## src/rtl/cpu_bus_responder.sv

```systemverilog
// Two-phase multiplexed CPU bus responder: rebuilds address/rw/write data and issues held mem_re/mem_we requests.
// Read latency 1+N clocks fall-to-drive; memory stalls via mem_ready, an unfinished access at the next rise sets late_err.
module cpu_bus_responder (
  input  logic        clk,
  input  logic        rst,
  input  logic        phase,
  input  logic [7:0]  bus_addr_in,
  input  logic [7:0]  bus_io_in,
  output logic [7:0]  bus_data_out,
  output logic        bus_data_oe,
  output logic [15:0] mem_addr,
  output logic [7:0]  mem_wdata,
  output logic        mem_re,
  output logic        mem_we,
  input  logic [7:0]  mem_rdata,
  input  logic        mem_ready,
  output logic        late_err
);

  typedef enum logic [2:0] {IDLE, LO, RD, DRV, WR, WREQ} state_t;

  state_t     state;
  logic       phase_q;
  logic       rw;
  logic [7:0] a_lo;
  logic       rise;
  logic       fall;

  assign rise = phase & ~phase_q;
  assign fall = ~phase & phase_q;

  always_ff @(posedge clk or posedge rst) begin
    if (rst) begin
      state        <= IDLE;
      phase_q      <= 1'b0;
      rw           <= 1'b0;
      a_lo         <= 8'h00;
      bus_data_out <= 8'h00;
      bus_data_oe  <= 1'b0;
      mem_addr     <= 16'h0000;
      mem_wdata    <= 8'h00;
      mem_re       <= 1'b0;
      mem_we       <= 1'b0;
      late_err     <= 1'b0;
    end else begin
      phase_q <= phase;
      if (rise) begin
        // A request still pending when the next bus cycle starts is abandoned and flagged.
        if (((state == RD) || (state == WREQ)) && !mem_ready)
          late_err <= 1'b1;
        a_lo        <= bus_addr_in;
        rw          <= bus_io_in[0];
        bus_data_oe <= 1'b0;
        mem_re      <= 1'b0;
        mem_we      <= 1'b0;
        state       <= LO;
      end else begin
        case (state)
          LO: begin
            if (fall) begin
              mem_addr <= {bus_addr_in, a_lo};
              if (rw) begin
                state <= WR;
              end else begin
                mem_re <= 1'b1;
                state  <= RD;
              end
            end
          end
          RD: begin
            if (mem_ready) begin
              bus_data_out <= mem_rdata;
              bus_data_oe  <= 1'b1;
              mem_re       <= 1'b0;
              state        <= DRV;
            end
          end
          // Write data is sampled one clock after the fall so the pins have settled.
          WR: begin
            mem_wdata <= bus_io_in;
            mem_we    <= 1'b1;
            state     <= WREQ;
          end
          WREQ: begin
            if (mem_ready) begin
              mem_we <= 1'b0;
              state  <= IDLE;
            end
          end
          default: ;
        endcase
      end
    end
  end

endmodule

```

## config.mk

```make
export PLATFORM = sky130hd
export DESIGN_NAME = cpu_bus_responder
export DESIGN_NICKNAME = d
export VERILOG_FILES = /design/src/rtl/cpu_bus_responder.sv
export SDC_FILE = /design/constraint.sdc
export NUM_CORES = 1
export LEC_CHECK = 0
export BUFFER_PORTS_ARGS = -buffer_cell sky130_fd_sc_hd__clkbuf_2
export CAP_MARGIN = 20
export CELL_PAD_IN_SITES_DETAIL_PLACEMENT = 1
export CELL_PAD_IN_SITES_GLOBAL_PLACEMENT = 2
export CORE_ASPECT_RATIO = 0.8
export CORE_MARGIN = 1
export CORE_UTILIZATION = 34
export CTS_CLUSTER_SIZE = 24
export DETAILED_ROUTE_END_ITERATION = 8
export MAX_ROUTING_LAYER = met4
export PLACE_DENSITY_LB_ADDON = 0.1
export SYNTH_ARGS = -nofsm -noshare
export SYNTH_HDL_FRONTEND = slang
export SYNTH_SLANG_ARGS = --single-unit
```

## constraint.sdc

```tcl
create_clock -name clk -period 1.9 [get_ports clk]
set_input_delay 0.38 -clock clk [delete_from_list [all_inputs] [get_ports clk]]
set_output_delay 0.38 -clock clk [all_outputs]
set_load 0.02 [all_outputs]
```

==> results of run 1 <==
cell usage after synthesis (2+ instances only):
master / number / area (µm²)
inv_1: 6 / 22.5
a22oi_1: 2 / 15.0
buf_4: 2 / 15.0
nand3b_1: 3 / 22.5
o21ai_0: 2 / 10.0
nor2_1: 6 / 22.5
nand2b_1: 2 / 12.5
mux2_2: 34 / 383
nor4b_1: 3 / 26.3
dfrtp_1: 49 / 1230
ha_1: 2 / 25.0
buf_6: 4 / 45.0
mux2_4: 8 / 120
state kept, by name (all words and copies together), names as in the netlist:
register,count
state,3
mem_wdata,8
mem_addr,16
a_lo,8
mem_re,1
mem_we,1
rw,1
phase_q,1
bus_data_out,8
late_err,1
bus_data_oe,1
worst min-delay path, stage by stage:
cell and delay (ps):
clkbuf_2 90, inv_2 30, buf_4 500
worst paths after layout:
kind / start / to / cells after the start
max in group asynchronous: rst / mem_addr[4]$_DFFE_PP0P_ / 3
worst min register to register: late_err$_DFFE_PP0P_ / late_err$_DFFE_PP0P_ / 1
worst max register to register: phase_q$_DFF_PP0_ / bus_data_out[3]$_DFFE_PP0P_ / 5
worst max-delay path: phase_q$_DFF_PP0_ / bus_data_out[3]$_DFFE_PP0P_ / 5
min in group clk: phase / phase_q$_DFF_PP0_ / 1
worst min-delay path: rst / state[1]$_DFFE_PP0P_ / 3
through the flow:
stage | util, % | instance area (µm²) | setup slack (ps) | instances | power, W
final | 43.3 | 2550 | 256 | 282 | 0.00409
after global routing | 43.3 | 2550 | 130 | 282 | 0.00436
after detailed placement | 41.8 | 2460 | 118 | 275 | 0.00353
after floorplan | - | 2070 | 308 | 135 | 0.00298
after global placement | 41.8 | 2460 | 171 | 275 | 0.00346
after CTS | 43.3 | 2550 | 226 | 282 | 0.00417
routing by layer:
metal | GRT usage [%] | vias to the layer above | wire length (µm)
met1 | 17.8 | 648 | 1810
met4 | 4.23 | 0 | 44
met5 | - | - | 0
li1 | - | 600 | -
met2 | 22.4 | 40 | 1960
met3 | 3.57 | 5 | 221
logic make-up (layout without fill, tap and decap cells):
logic type | after synthesis | count (layout) | synth area share [%]
AO/OA/AOI/OAI | 9 | 9 | 3.14
AND/OR/NAND/NOR | 20 | 20 | 7.86
adder cells (fa/ha/maj) | 2 | 2 | 1.21
buffers and inverters | 13 | 79 | 4.23
flip-flops | 49 | 49 | 59.3
multiplexers | 42 | 42 | 24.3
placed cells by master (no fill, tap or decap), types with 2 or more instances in the layout:
cell / n
ha_1: 2
buf_4: 2
clkbuf_8: 6
nand2b_1: 2
nor2_1: 6
a22oi_1: 2
clkbuf_2: 63
inv_1: 5
o21ai_0: 2
dfrtp_1: 49
mux2_4: 8
mux2_2: 34
nor4b_1: 3
nand3b_1: 3
report_power, final:
group          switching (W)  internal (W)  leakage [nW]  total, W
clock               0.000327      0.000288        0.0433  0.000616
combinational       0.000889      0.000787         0.594   0.00168
sequential          0.000319       0.00148         0.587   0.00180
total                0.00153       0.00255          1.22   0.00409
cell type report:
| cell class | instances | area (µm²) | share of cell area (%) |
|---|---|---|---|
| inverter | 6 | 22.5 | 0.885 |
| clock inverter | 1 | 7.51 | 0.295 |
| sequential | 49 | 1230 | 48.2 |
| multi-input combinational | 73 | 756 | 29.7 |
| timing repair buffer | 66 | 350 | 13.8 |
| tap | 81 | 101 | 3.98 |
| clock buffer | 6 | 82.6 | 3.24 |
==> metrics.csv, run 1 <==
metric;value;unit
status;complete, no violations;
Crit-path slowest cell;dfrtp_1;
clk sinks;49;
Worst Path Buf+Inv;1;
sequential area share after synthesis;59.3;%
setup total negative slack;0;ps
CTS tree;yes;
Syn Nets;165;
Final Cycle Share;86.5;%
vias;1293;
Initial Util;35.2;%
Post-synth EDFFs;0;
final antenna-violating net count;0;
DR DRC count;0;
ant diodes;0;
Detailed Route Iter0 Violations;25;
Root Driver;clkbuf_8;
RSZ-0062 raised after global routing;false;
Synth Area per Inst;15.3;µm²
fmax;608;MHz
vias in the first global route;1369;
P per Cell Area;1610;nW/µm²
Final Max Tran Viols;0;
min Tclk post-route;1640;ps
die outline width;89.2;µm
CTS max path bufs;2;
number of nets in the layout;231;
die area;6400;µm²
Ys Warns;0;
Layout area overhead;23.0;%
top cell family by delay on the critical path;simple AND/OR/NAND/NOR gates;
setup slack, reg-to-reg;260;ps
post-CTS resize count;0;
Placeable Area;5880;µm²
DR vias/cell;4.59;
Die H;71.8;µm
worst-path cell chain;inv_1 -> ha_1 -> nor4b_4 -> nand2_4 -> mux2_4;
layout cells sized above 1;60.2;%
Crit Path Category;flop to flop;
clk_lat worst skew;290;ps
final hold slack;225;ps
global placer's final weighted congestion;0.734;
CTS Buf Count;5;
row cnt;25;
total gr overflow;0;
Min-Delay Path Class;input port to asynchronous set/reset pin;
fillers;649;
slowest cell delay on critical path;370;ps
Crit path arrival time;1820;ps
unique cell type count in the Yosys netlist;25;
worst slew pin tran;613;ps
register clock-pin slew on the reported worst setup and hold paths;90;ps
FF+latch count, synth;49;
Syn Std Cell Area;2070;µm²
Fin Clk Skew;6.28;ps
Pleak;1.22;nW
Hold Fails Final Rpt;0;
global-route wire length before repair;6.63;mm
async set-reset flop share out of synthesis;100;%
crit-path max FO;9;
IO Port Bufs;63;
DR pass1 iterations;4;
Main synth FF type;dfrtp_1;
Post-Synthesis Cells;135;
Wirelength per Cell;14.3;µm
CP Capture Type;flop;
worst path required time;2080;ps
initial antenna violation count;0;
postcts setup bufs;0;
# IOs;64;
# H-tree levels;2;
largest net degree at the start of global routing;50;
hold-fix buffers at CTS;0;
Peak VDD IR;0.661;mV
max-cap violations;0;
Worst setup SP type;flop;
GRT Total Usage;14.1;%
HPWL Detailed;2.87;mm
Relative slew margins;59.1;%
final wirelength;4.03;mm
final setup fails;0;
No activity file was read; power rests on OpenSTA's default activity.
==> run 2: changes to the inputs <==
==> constraint.sdc (replaced) <==
create_clock -name clk -period 1.9 [get_ports clk]
set_input_delay 0 -clock clk [delete_from_list [all_inputs] [get_ports clk]]
set_output_delay 0 -clock clk [all_outputs]
set_load 0.02 [all_outputs]
==> run 2 against run 1 <==
  * Sequential cell count did not move
  * Wire length rose by 9.9%
  * Total power rose by 4.1%
  * Final area rose by 11%
  * Sequential share of layout area fell by 4.8 points
  * Global-route usage rose by 1.8 points
  * First-iteration DRC count rose by 48%
  * Critical path depth fell by 3
  * Clock power rose by 16%
  * Register-to-register slack got worse by 70 ps
  * Via count rose by 10%
==> metrics.csv, run 2 (synthesized netlist as in run 1, its figures left out) <==
metric;value;unit;change
worst path required time;2090;ps;was 2080 ps
sw frac;36.7;%;was 37.5%
P per Cell Area;1500;nW/µm²;was 1610 nW/µm²
Relative slew margins;67.5;%;was 59.1%
Layout area overhead;36.8;%;was 23.0%
postcts setup bufs;0;;unchanged
largest net degree at the start of global routing;22;;was 50
Hold Crit Start;mem_ready;;
sequential share of power;41.7;%;was 44.0%
hold-fix buffers at CTS;26;;was 0
commonest non-fill, non-tap cell in the layout;clkbuf_2;;unchanged
CP Capture Type;flop;;unchanged
Final Cycle Share;90.2;%;was 86.5%
Worst setup SP type;flop;;unchanged
DR DRC count;0;;unchanged
initial antenna violation count;0;;unchanged
final wirelength;4.44;mm;was 4.03 mm
max-cap violations;0;;unchanged
Comb power frac;41.5;%;was 41.0%
fillers;651;;was 649
Placeable Area;5880;µm²;unchanged
IO Port Bufs;63;;unchanged
clk sinks;49;;unchanged
final setup fails;0;;unchanged
Crit Path Category;flop to flop;;unchanged
switching power;0.00156;W;was 0.00153 W
Die H;71.8;µm;unchanged
RSZ-0062 raised after global routing;false;;unchanged
vias in the first global route;1517;;was 1369
final antenna-violating net count;0;;unchanged
post-placement setup slack;178;ps;was 118 ps
status;complete, no violations;;unchanged
met1 usage;18.5;%;was 17.8%
crit-path max FO;16;;was 9
post-CTS resize count;0;;unchanged
die outline width;89.2;µm;unchanged
DR vias/cell;4.59;;about the same
max reg flops;16;;unchanged
global placer's final weighted congestion;0.757;;was 0.734
HPWL Detailed;3.11;mm;was 2.87 mm
clk_lat worst skew;300;ps;was 290 ps
commonest non-fill, non-tap cells in the layout;clkbuf_2, dfrtp_1, mux2_2;;unchanged
GRT busiest layer;met2;;unchanged
# IOs;64;;unchanged
worst r2r src;state[2]$_DFFE_PP0P_;;was phase_q$_DFF_PP0_
ant diodes;0;;unchanged
Root Driver;clkbuf_8;;unchanged
Fin Clk Skew;6.79;ps;was 6.28 ps
Seq. cell area;1230;µm²;unchanged
Crit path arrival time;1900;ps;was 1820 ps
register clock-pin slew on the reported worst setup and hold paths;80;ps;was 90 ps
global-route wire length before repair;7.33;mm;was 6.63 mm
final setup margin;185;ps;was 256 ps
Detailed Route Iter0 Violations;37;;was 25
vias;1428;;was 1293
worst slew pin tran;487;ps;was 613 ps
crit path launch;state[2]$_DFFE_PP0P_;;was phase_q$_DFF_PP0_
min Tclk post-route;1710;ps;was 1640 ps
Min-Delay Path Class;input port to flop;;was input port to asynchronous set/reset pin
fmax;583;MHz;was 608 MHz
internal power consumption;0.00269;W;was 0.00255 W
DR pass1 iterations;4;;unchanged
Peak VDD IR;0.570;mV;was 0.661 mV
Initial Util;35.2;%;unchanged
number of nets in the layout;260;;was 231
area of the multi-input gates;756;µm²;unchanged
layout cells sized above 1;53.9;%;was 60.2%
Hold Fails Final Rpt;0;;unchanged
Clk pwr share;16.8;%;was 15.1%
# H-tree levels;2;;unchanged
total gr overflow;0;;unchanged
Wirelength per Cell;14.3;µm;about the same
Reg with most FFs;mem_addr;;unchanged
M3 GR Usage;3.11;%;was 3.57%
Pleak;1.35;nW;was 1.22 nW
die area;6400;µm²;unchanged
setup total negative slack;0;ps;unchanged
GRT met2 Usage;27.1;%;was 22.4%
GRT Total Usage;16.0;%;was 14.1%
CTS Buf Count;5;;unchanged
Final Max Tran Viols;0;;unchanged
row cnt;25;;unchanged
CTS max path bufs;2;;unchanged
CTS tree;yes;;unchanged
[run 2: critical path, cell delays in order (launching register included)]
cell      delay (ps)
dfrtp_1          520
and4bb_2         690
mux2_2           400
[run 2: layout make-up]
class / instances / share of cell area (%)
Clock buffer: 5 / 2.43
Clock inverter: 2 / 1.24
Inverter: 6 / 0.796
Multi-Input combinational cell: 73 / 26.7
Sequential cell: 49 / 43.3
Tap cell: 81 / 3.58
Timing Repair Buffer: 95 / 21.9
[run 2: through the flow]
step | hold slack (ps) | cells | total power [W] | util, % | instance area, µm²
after CTS | 130 | 311 | 0.00432 | 48.1 | 2830
after global routing | 164 | 311 | 0.00454 | 48.1 | 2830
after floorplan | 31.4 | 135 | 0.00298 | - | 2070
after global placement | -62.5 | 278 | 0.00347 | 41.9 | 2470
final | 148 | 311 | 0.00426 | 48.1 | 2830
after detailed placement | -50.8 | 278 | 0.00354 | 41.9 | 2470
[run 2: final timing paths]
kind,endpoint,slack (ps),cells after the start
hold reg to reg,late_err$_DFFE_PP0P_,480,1
setup / recovery,mem_addr[14]$_DFFE_PP0P_,190,2
hold / removal,state[0]$_DFFE_PP0P_,150,3
min in group asynchronous,mem_addr[15]$_DFFE_PP0P_,190,3
max in group asynchronous,mem_addr[10]$_DFFE_PP0P_,1140,4
setup reg to reg,mem_addr[14]$_DFFE_PP0P_,190,2
[run 2: routing by layer]
layer / vias up / wire, µm
li1: 662 / -
met5: - / 0
met3: 8 / 159
met4: 0 / 76
met1: 715 / 1910
met2: 43 / 2290
[run 2: power groups by stage]
stage / combinational (W) / sequential, W / clock [W]
global placement: 0.00171 / 0.00176 / 0
global route: 0.00191 / 0.00184 / 0.000787
CTS: 0.00179 / 0.00178 / 0.000750
finish: 0.00177 / 0.00177 / 0.000714
floorplan: 0.000783 / 0.00219 / 0
detailed placement: 0.00175 / 0.00179 / 0
